**config.mk**
```make
export PLATFORM = sky130hd
export DESIGN_NAME = if_id_skid_flat
export DESIGN_NICKNAME = d
export VERILOG_FILES = /design/src/rtl/if_id_skid_pkg.sv /design/src/rtl/if_id_skid_if.sv /design/src/rtl/if_id_skid_sat_counter.sv /design/src/rtl/if_id_skid.sv /design/src/flat_wrapper.sv
export SDC_FILE = /design/constraint.sdc
export NUM_CORES = 1
export LEC_CHECK = 0
export BUFFER_PORTS_ARGS = -buffer_cell sky130_fd_sc_hd__buf_2
export CAP_MARGIN = 20
export CORE_MARGIN = 5
export CORE_UTILIZATION = 50
export DETAILED_ROUTE_END_ITERATION = 8
export PLACE_DENSITY_LB_ADDON = 0.3
export SLEW_MARGIN = 20
export SYNTH_ARGS = -nofsm -noshare
export SYNTH_HDL_FRONTEND = slang
export SYNTH_SLANG_ARGS = --single-unit
```
**constraint.sdc**
```tcl
create_clock -name clk -period 5.25 [get_ports clk]
set_clock_uncertainty 0.05 [all_clocks]
set_input_delay 0.525 -clock clk [delete_from_list [all_inputs] [get_ports clk]]
set_output_delay 0.525 -clock clk [all_outputs]
set_load 0.01 [all_outputs]
```
**src/rtl/if_id_skid_pkg.sv**
```systemverilog
// Shared encodings and default widths for the IF->ID pipeline boundary.
package if_id_skid_pkg;

  localparam int          INST_ADDR_W = 32;
  localparam int          INST_BUS_W  = 32;
  localparam logic [31:0] ZERO_WORD   = 32'h0000_0000;
  localparam logic [31:0] NOP_ENC     = 32'h0000_0000;  // sll $0,$0,0

  typedef enum logic [1:0] {
    EMPTY = 2'd0,
    ONE   = 2'd1,
    TWO   = 2'd2
  } skid_state_e;

endpackage

```
**src/rtl/if_id_skid_if.sv**
```systemverilog
// Valid/ready word channel carrying {pc, inst} between pipeline stages.
interface if_id_skid_if #(
  parameter int ADDR_W = 32,
  parameter int INST_W = 32
);
  logic              valid;
  logic              ready;
  logic [ADDR_W-1:0] pc;
  logic [INST_W-1:0] inst;

  modport master (output valid, output pc, output inst, input ready);
  modport slave  (input valid, input pc, input inst, output ready);
endinterface

```
**src/rtl/if_id_skid_sat_counter.sv**
```systemverilog
// Saturating up-counter with synchronous clear, shared by the per-stage perf counters.
module sat_counter #(
  parameter int W = 16
) (
  input  logic         clk,
  input  logic         clr,
  input  logic         inc,
  output logic [W-1:0] cnt
);

  always_ff @(posedge clk) begin
    if (clr)
      cnt <= '0;
    else if (inc && (cnt != {W{1'b1}}))
      cnt <= cnt + W'(1);
  end

endmodule

```
**src/rtl/if_id_skid.sv**
```systemverilog
// IF->ID boundary: 2-entry skid buffer on a valid/ready channel with flush and a stall-cycle counter.
//   state | meaning
//   EMPTY | no word held, bubble on dn
//   ONE   | main slot holds the word presented to decode
//   TWO   | main and skid both hold words, upstream blocked
module if_id_skid
  import if_id_skid_pkg::*;
#(
  parameter int                ADDR_W   = INST_ADDR_W,
  parameter int                INST_W   = INST_BUS_W,
  parameter logic [INST_W-1:0] NOP_INST = INST_W'(NOP_ENC),
  parameter int                CNT_W    = 16
) (
  input  logic             clk,
  input  logic             rst,
  input  logic             flush,
  input  logic             stall,
  if_id_skid_if.slave      up,
  if_id_skid_if.master     dn,
  output logic [CNT_W-1:0] stall_cnt
);

  skid_state_e       state_q, state_d;
  logic              main_valid_q, skid_valid_q;
  logic [ADDR_W-1:0] main_pc_q, main_pc_d, skid_pc_q, skid_pc_d;
  logic [INST_W-1:0] main_inst_q, main_inst_d, skid_inst_q, skid_inst_d;
  logic              up_fire, dn_fire;

  // up.ready is a pure flop output so decode backpressure never reaches fetch combinationally.
  assign up.ready = ~skid_valid_q;
  assign up_fire  = up.valid & ~skid_valid_q;
  assign dn_fire  = main_valid_q & dn.ready & ~stall;

  assign dn.valid = main_valid_q;
  assign dn.pc    = main_valid_q ? main_pc_q   : ADDR_W'(ZERO_WORD);
  assign dn.inst  = main_valid_q ? main_inst_q : NOP_INST;

  always_ff @(posedge clk) begin
    if (rst) begin
      state_q      <= EMPTY;
      main_valid_q <= 1'b0;
      skid_valid_q <= 1'b0;
      main_pc_q    <= '0;
      skid_pc_q    <= '0;
      main_inst_q  <= NOP_INST;
      skid_inst_q  <= NOP_INST;
    end else begin
      state_q      <= state_d;
      main_valid_q <= (state_d != EMPTY);
      skid_valid_q <= (state_d == TWO);
      main_pc_q    <= main_pc_d;
      skid_pc_q    <= skid_pc_d;
      main_inst_q  <= main_inst_d;
      skid_inst_q  <= skid_inst_d;
    end
  end

  always_comb begin
    state_d     = state_q;
    main_pc_d   = main_pc_q;
    main_inst_d = main_inst_q;
    skid_pc_d   = skid_pc_q;
    skid_inst_d = skid_inst_q;
    if (flush) begin
      state_d = EMPTY;
    end else begin
      unique case (state_q)
        EMPTY: if (up_fire) begin
          main_pc_d   = up.pc;
          main_inst_d = up.inst;
          state_d     = ONE;
        end
        ONE: begin
          if (up_fire && dn_fire) begin
            main_pc_d   = up.pc;
            main_inst_d = up.inst;
          end else if (up_fire) begin
            skid_pc_d   = up.pc;
            skid_inst_d = up.inst;
            state_d     = TWO;
          end else if (dn_fire) begin
            state_d = EMPTY;
          end
        end
        TWO: if (dn_fire) begin
          main_pc_d   = skid_pc_q;
          main_inst_d = skid_inst_q;
          state_d     = ONE;
        end
        default: state_d = EMPTY;
      endcase
    end
  end

  sat_counter #(.W(CNT_W)) u_stall_cnt (
    .clk (clk),
    .clr (rst),
    .inc (main_valid_q & ~dn_fire),
    .cnt (stall_cnt)
  );

  a_no_fire_in_two: assert property (@(posedge clk) disable iff (rst)
    !((state_q == TWO) && up_fire));

endmodule

```
**src/flat_wrapper.sv**
```systemverilog
// flat-port wrapper written by rule: the top's interface ports become plain ports
module if_id_skid_flat import if_id_skid_pkg::*;
#(
  parameter int                ADDR_W   = INST_ADDR_W,
  parameter int                INST_W   = INST_BUS_W,
  parameter logic [INST_W-1:0] NOP_INST = INST_W'(NOP_ENC),
  parameter int                CNT_W    = 16
)
  (clk, rst, flush, stall, stall_cnt, up_valid, up_pc, up_inst, up_ready, dn_valid, dn_pc, dn_inst, dn_ready);
  if_id_skid_if #(.ADDR_W(ADDR_W), .INST_W(INST_W)) up_i ();
  if_id_skid_if #(.ADDR_W(ADDR_W), .INST_W(INST_W)) dn_i ();
  input  logic clk;
  input  logic rst;
  input  logic flush;
  input  logic stall;
  output logic [CNT_W-1:0] stall_cnt;
  input wire logic [$bits(up_i.valid)-1:0] up_valid;
  input wire logic [$bits(up_i.pc)-1:0] up_pc;
  input wire logic [$bits(up_i.inst)-1:0] up_inst;
  output wire logic [$bits(up_i.ready)-1:0] up_ready;
  output wire logic [$bits(dn_i.valid)-1:0] dn_valid;
  output wire logic [$bits(dn_i.pc)-1:0] dn_pc;
  output wire logic [$bits(dn_i.inst)-1:0] dn_inst;
  input wire logic [$bits(dn_i.ready)-1:0] dn_ready;
  assign up_i.valid = up_valid;
  assign up_i.pc = up_pc;
  assign up_i.inst = up_inst;
  assign up_ready = up_i.ready;
  assign dn_valid = dn_i.valid;
  assign dn_pc = dn_i.pc;
  assign dn_inst = dn_i.inst;
  assign dn_i.ready = dn_ready;
  if_id_skid #(.ADDR_W(ADDR_W), .INST_W(INST_W), .NOP_INST(NOP_INST), .CNT_W(CNT_W)) u_core (.clk(clk), .rst(rst), .flush(flush), .stall(stall), .up(up_i), .dn(dn_i), .stall_cnt(stall_cnt));
endmodule
```
; After elaboration in Yosys (flattened, before gate mapping)
; Cells that the tools add are included.
[totals]
ram_bits = 0
word_cells = 49
mem_bits_ro = 0
latchBits = 0
memories = 0
inputBits = 70
reg_bits = 148
[op_classes]
n_mul = 0
n_eq_ne = 7
muxes = 17
n_addsub = 1
n_lt_le_gt_ge = 0
n_reduce_logical = 7
bitwise_logic = 9
div_mod_pow = 0
shifts = 0
[op_table]
columns = op, count
row1 = $mux 32, 8
row2 = $pmux 32 s3, 2
row3 = $add 16x1->16 const B, 1
row4 = $ne 16x16->1 const B, 1
row5 = $mux 2, 6
row6 = $ne 2x1->1 const B, 3
row7 = $pmux 2 s3, 1
row8 = $not 1->1, 5
row9 = $reduce_and 5->1, 1
row10 = $and 1x1->1, 4
row11 = $eq 2x2->1 const B, 2
row12 = $reduce_and 4->1, 1
row13 = $reduce_bool 3->1, 1
row14 = $eq 2x1->1 const B, 1
row15 = $logic_and 1x1->1, 2
row16 = $logic_not 2->1, 1
row17 = $reduce_bool 2->1, 1

; Logic depth before layout (Yosys ltp)
[depth]
depth_word = 8
depth_mapped = 7
mapped_depth_nobuf = 5

; Cells and area by module
; Synthesis repeated with hierarchy kept, for this count alone.
[hier_totals]
cells_unflattened = 847
hier_area_um2 = 6725.2
[modules_own_cells]
columns = mod, cells_each, instances, area_per_inst_um2
row1 = if_id_skid, 748, 1, 5876.9
row2 = sat_counter, 99, 1, 848.3

; Worst setup path after synthesis
; No wires, ideal clock.
[synth_path]
path_type = flip-flop to flip-flop
start = register u_core.u_stall_cnt.cnt[0]
end = register u_core.u_stall_cnt.cnt[10]
setup_time_ns = 0.070
path_slack_ns = 3.385
arrival_time_ns = 1.744
path_stages_with_launch = 6
cell_sequence = dfxtp_1 -> ha_1 -> and4_1 -> nand3_1 -> or4_1 -> a21oi_1
[synth_via]
elab_chain_cells = 2
elab_cells_between_ends = 3
[synth_lines]
columns = element, line
row1 = start: declaration, if_id_skid_sat_counter.sv:8  ; output logic [W-1:0] cnt
row2 = start signal: assignment, if_id_skid_sat_counter.sv:15  ; cnt <= cnt + W'(1);
row3 = "parallel branches: the longest is 2 deep, another holds $add 16x1->16", -
; Parallel ways; which one is timed is not known.
; A chain may end at the register's enable or synchronous reset.

; Worst setup path in the final report
[layout_path]
start = register u_core.state_q[1]
end = register u_core.main_inst_q[27]
[layout_via]
elab_chain_cells = 3
elab_cells_between_ends = 9
[layout_lines]
columns = element, line
row1 = start: declaration, if_id_skid.sv:23  ; skid_state_e state_q, state_d;
row2 = start signal: assignment, if_id_skid.sv:48  ; state_q <= state_d;
row3 = $eq 2x2->1 (tied with other cells), if_id_skid.sv:67  ; unique case (state_q)
row4 = $ne 2x1->1 (no source line) or $reduce_bool 3->1 (tied branches), -
row5 = $reduce_and 5->1 (no source line), -
row6 = end signal: assignment, if_id_skid.sv:53  ; main_inst_q <= main_inst_d;
row7 = end: declaration, if_id_skid.sv:26  ; logic [INST_W-1:0] main_inst_q, main_inst_d, skid_inst_q, skid_inst_d;
; Several ways; a longest one is shown, not always the timed one.

==> metrics.csv <==
stage,metric,value,unit
status,status,finished clean,
detailed_routing,Post-route DRC,0,
placement,Placed Area,7660,um^2
floorplanning,Initial Utilization,0.5039,
logic_synthesis,mapped cell area,7241,um^2
pwr,Max IR drop VDD,0.1996,mV
clock_tree,H-tree depth,4,
global_routing,GR met3 Demand/Resource,0.05158,
clock_tree,cts bufs inserted,17,
floorplanning,die area,16990,um^2
logic_synthesis,Post-synth ARST share,0,
setup_path,"CP delay by family, top",simple AND/OR/NAND/NOR gates,
placement,Port Buf Inserts,151,
global_routing,GRT Max-Usage Layer,met2,
setup_path,Worst R2R End,u_core.main_inst_q[27],
sta,Min Hold Slack,0.3022,ns
job,max-cap violations,0,
setup_path,crit path DAT,3.11,ns
cells_and_area,fraction of layout cells with a size suffix above 1,0.2935,
logic_synthesis,"count leader, synth",dfxtp_1,
setup_path,R2R Path Start,u_core.state_q[1],
global_routing,first-pass GRT wire length,27620,um
cells_and_area,Layout Nets,944,
detailed_routing,DRT Pass-1 Iters,7,
clock_tree,post-cts resize count,0,
sta,Max-Slew Margin vs Limit,0.2519,
logic_synthesis,Simple-Gate Fraction of Synth Area,0.2220,
floorplanning,Die H,130.3,um
min_path,Hold Crit Class,in -> reg,
clock_tree,Clock Path Buffers,2,
logic_synthesis,Gate Count Post-Synth,762,
logic_synthesis,list of most frequent post-synthesis cells,"148 x dfxtp_1, 131 x nand2_1, 73 x a21oi_1",
sta,pin slew with the least headroom to its limit,1.122,ns
floorplanning,FP Rows,44,
placement,Routability Congestion,0.7854,
placement,DP Cell Count,1038,
placement,DP Wirelength,10570,um
detailed_routing,wire per inst,15.97,um
logic_synthesis,post-synthesis sequential area ratio,0.4092,
clock_tree,clock slew at reported path FFs,0.06,ns
logic_synthesis,synth top area cells,"dfxtp_1 41%, a211oi_2 11%, mux2i_1 9.0%, nand2_1 6.8%, and2_1 5.5%",
setup_path,CP cell instances,or3b_4 -> nor3_2 -> buf_4 -> or2_4 -> a211oi_1,
sta,# setup viols final,0,
logic_synthesis,Mean Syn Cell Area,9.502,um^2
pwr,total power,2.611,mW
detailed_routing,overall routed net length,17090,um
sta,final setup TNS,0,ns
setup_path,worst reg2reg path depth,5,
logic_synthesis,largest family of logic cells by synthesized area,simple AND/OR/NAND/NOR gates,
floorplanning,IO Pins,152,
logic_synthesis,synth warn,0,
cells_and_area,post-route cell area,8230,um^2
clock_tree,CTS Hold Bufs,0,
logic_synthesis,Compound-Gate Fraction of Synth Area,0.1763,
pwr,Power Dens Cells,317.2,nW/um^2
sta,Slew Limit Fails,0,
logic_synthesis,Post-synth EDFFs,0,
logic_synthesis,Synth cell types,51,
sta,crit path time final,2.913,ns
setup_path,startpoint class of the critical path,register,
cells_and_area,synth-to-layout area growth,13.67,%
sta,Final period util,0.5548,
clock_tree,CTS tree,done,
setup_path,FF-to-FF setup slack,2.34,ns
min_path,Worst Hold Endpoint,u_core.skid_inst_q[16],
sta,f_max,343.3,MHz
global_routing,vias in the first global route,5445,
setup_path,"Slowest-stage cell, CP",or2_4,
global_routing,met1 capacity usage during global routing,0.2703,
cells_and_area,final non-filler cell total,1070,
min_path,Worst Hold Path Cells,3,
clock_tree,clock root cell,clkbuf_16,
global_routing,M2 GR Usage,0.3244,
sta,Final Hold Viols,0,
logic_synthesis,Yosys top cell by area,dfxtp_1,
setup_path,Crit Path Category,reg -> reg,
setup_path,Worst setup EP type,register,
logic_synthesis,Synth Flop Type,dfxtp_1,
min_path,hold path start,up_inst[16],
logic_synthesis,Synth Register Bits,148,
floorplanning,Chip Width,130.3,um
setup_path,Crit path required time,5.44,ns
cells_and_area,number of diodes,0,
detailed_routing,Iteration-0 DRC Markers,414,
logic_synthesis,xor and xnor area share after synthesis,0.001210,
setup_path,crit path buf inv count,1,
floorplanning,Core ar.,14370,um^2
global_routing,pin count of the biggest net entering global routing,113,
logic_synthesis,multiplexer area fraction after synthesis,0.09763,
pwr,Leak,3.649,nW
detailed_routing,post-route ant nets,0,
setup_path,worst-path fanout max,65,
logic_synthesis,adder-cell share of the synthesized area,0.001728,
clock_tree,clk_lat worst skew,0.42,ns
logic_synthesis,Yosys top cell area share,0.4092,
sta,RSZ-0062 raised after global routing,false,
setup_path,Critical Path Max Stage Delay,0.95,ns
clock_tree,number of clock sinks,148,
placement,pre-CTS setup slack,2.105,ns
clock_tree,post-CTS setup buffers,0,
global_routing,Total GRT Usage,0.2032,
logic_synthesis,net count after synthesis,833,
cells_and_area,final core occ,0.5728,
sta,worst setup margin,2.337,ns
detailed_routing,vias per cell,5.365,
global_routing,initial antenna violation count,1,
global_routing,GR Overflow Total,0,
detailed_routing,vias,5741,
==> kinds of logic (layout without fill, tap and decap cells) <==
family,after synthesis,in the layout
xor gates and xnor gates,1,1
DFF,148,148
and+or+nand+nor,317,317
adders and majority gates,1,1
buffers and inverters,71,195
muxes,70,70
AOI/OAI and AO/OA,154,154
==> power by group <==
group	switching [mW]	total [mW]	internal [mW]	leakage (nW)
logic	0.150	0.252	0.102	2.16
registers	0.0224	1.19	1.17	1.21
clock network	0.438	1.16	0.727	0.282
total	0.610	2.61	2.00	3.65
==> area by class of cell <==
type                            count  area (um^2)
Fill cell                        1257         6138
Multi-Input combinational cell    543         3632
Sequential cell                   148         2964
Timing Repair Buffer              158        814.5
Clock buffer                       29        530.5
Tap cell                          184        230.2
Clock inverter                      3        40.04
Inverter                            5        18.77
==> layout by cell type, fill, tap and decap left out, types with 4 or more instances in the layout <==
| cell | Yosys | final |
|---|---|---|
| a211oi_2 | 61 | 60 |
| nand3_1 | 4 | 4 |
| a21oi_1 | 73 | 73 |
| mux2i_1 | 65 | 65 |
| nor2b_1 | 5 | 5 |
| o31ai_1 | 4 | 4 |
| clkbuf_16 | 0 | 17 |
| nor2_1 | 12 | 12 |
| clkbuf_1 | 22 | 6 |
| nor3_1 | 67 | 66 |
| mux2_2 | 4 | 4 |
| a211oi_1 | 7 | 7 |
| buf_2 | 3 | 150 |
| nand2_1 | 131 | 131 |
| buf_4 | 2 | 7 |
| nand4_1 | 4 | 4 |
| clkbuf_8 | 12 | 6 |
| and2_1 | 64 | 64 |
| and4_1 | 5 | 4 |
| inv_1 | 5 | 5 |
| dfxtp_1 | 148 | 147 |
| or4_1 | 5 | 5 |
==> registers in the layout, indices dropped and copies added (netlist names) <==
register                flops
u_core.skid_inst_q         32
u_core.dn.valid             1
u_core.skid_valid_q         1
u_core.main_pc_q           32
u_core.skid_pc_q           32
u_core.u_stall_cnt.cnt     16
u_core.main_inst_q         32
u_core.state_q              2
==> routing by layer <==
layer	vias to the layer above	wire (um)
li1	2895	-
met1	2672	7854
met2	150	7893
met3	22	1113
met4	2	216
met5	-	10
==> worst register-to-register path: stages, from the launching register on <==
cell	delay, ns
dfxtp_1	0.35
or3b_4	0.43
nor3_2	0.12
buf_4	0.60
or2_4	0.95
a211oi_1	0.24
==> how the worst max path moves through the flow <==
stage	to	startpoint	cells past startpoint
2_1_floorplan	u_core.u_stall_cnt.cnt[10]	u_core.u_stall_cnt.cnt[0]	5
3_3_place_gp	u_core.main_inst_q[28]	up_valid	6
3_5_place_dp	u_core.main_pc_q[9]	up_valid	6
4_1_cts	u_core.main_pc_q[27]	u_core.state_q[1]	5
5_1_grt	u_core.main_inst_q[27]	u_core.state_q[1]	5
6_report	u_core.main_inst_q[27]	u_core.state_q[1]	5
Note: power is estimated with default switching activity, not from simulation.
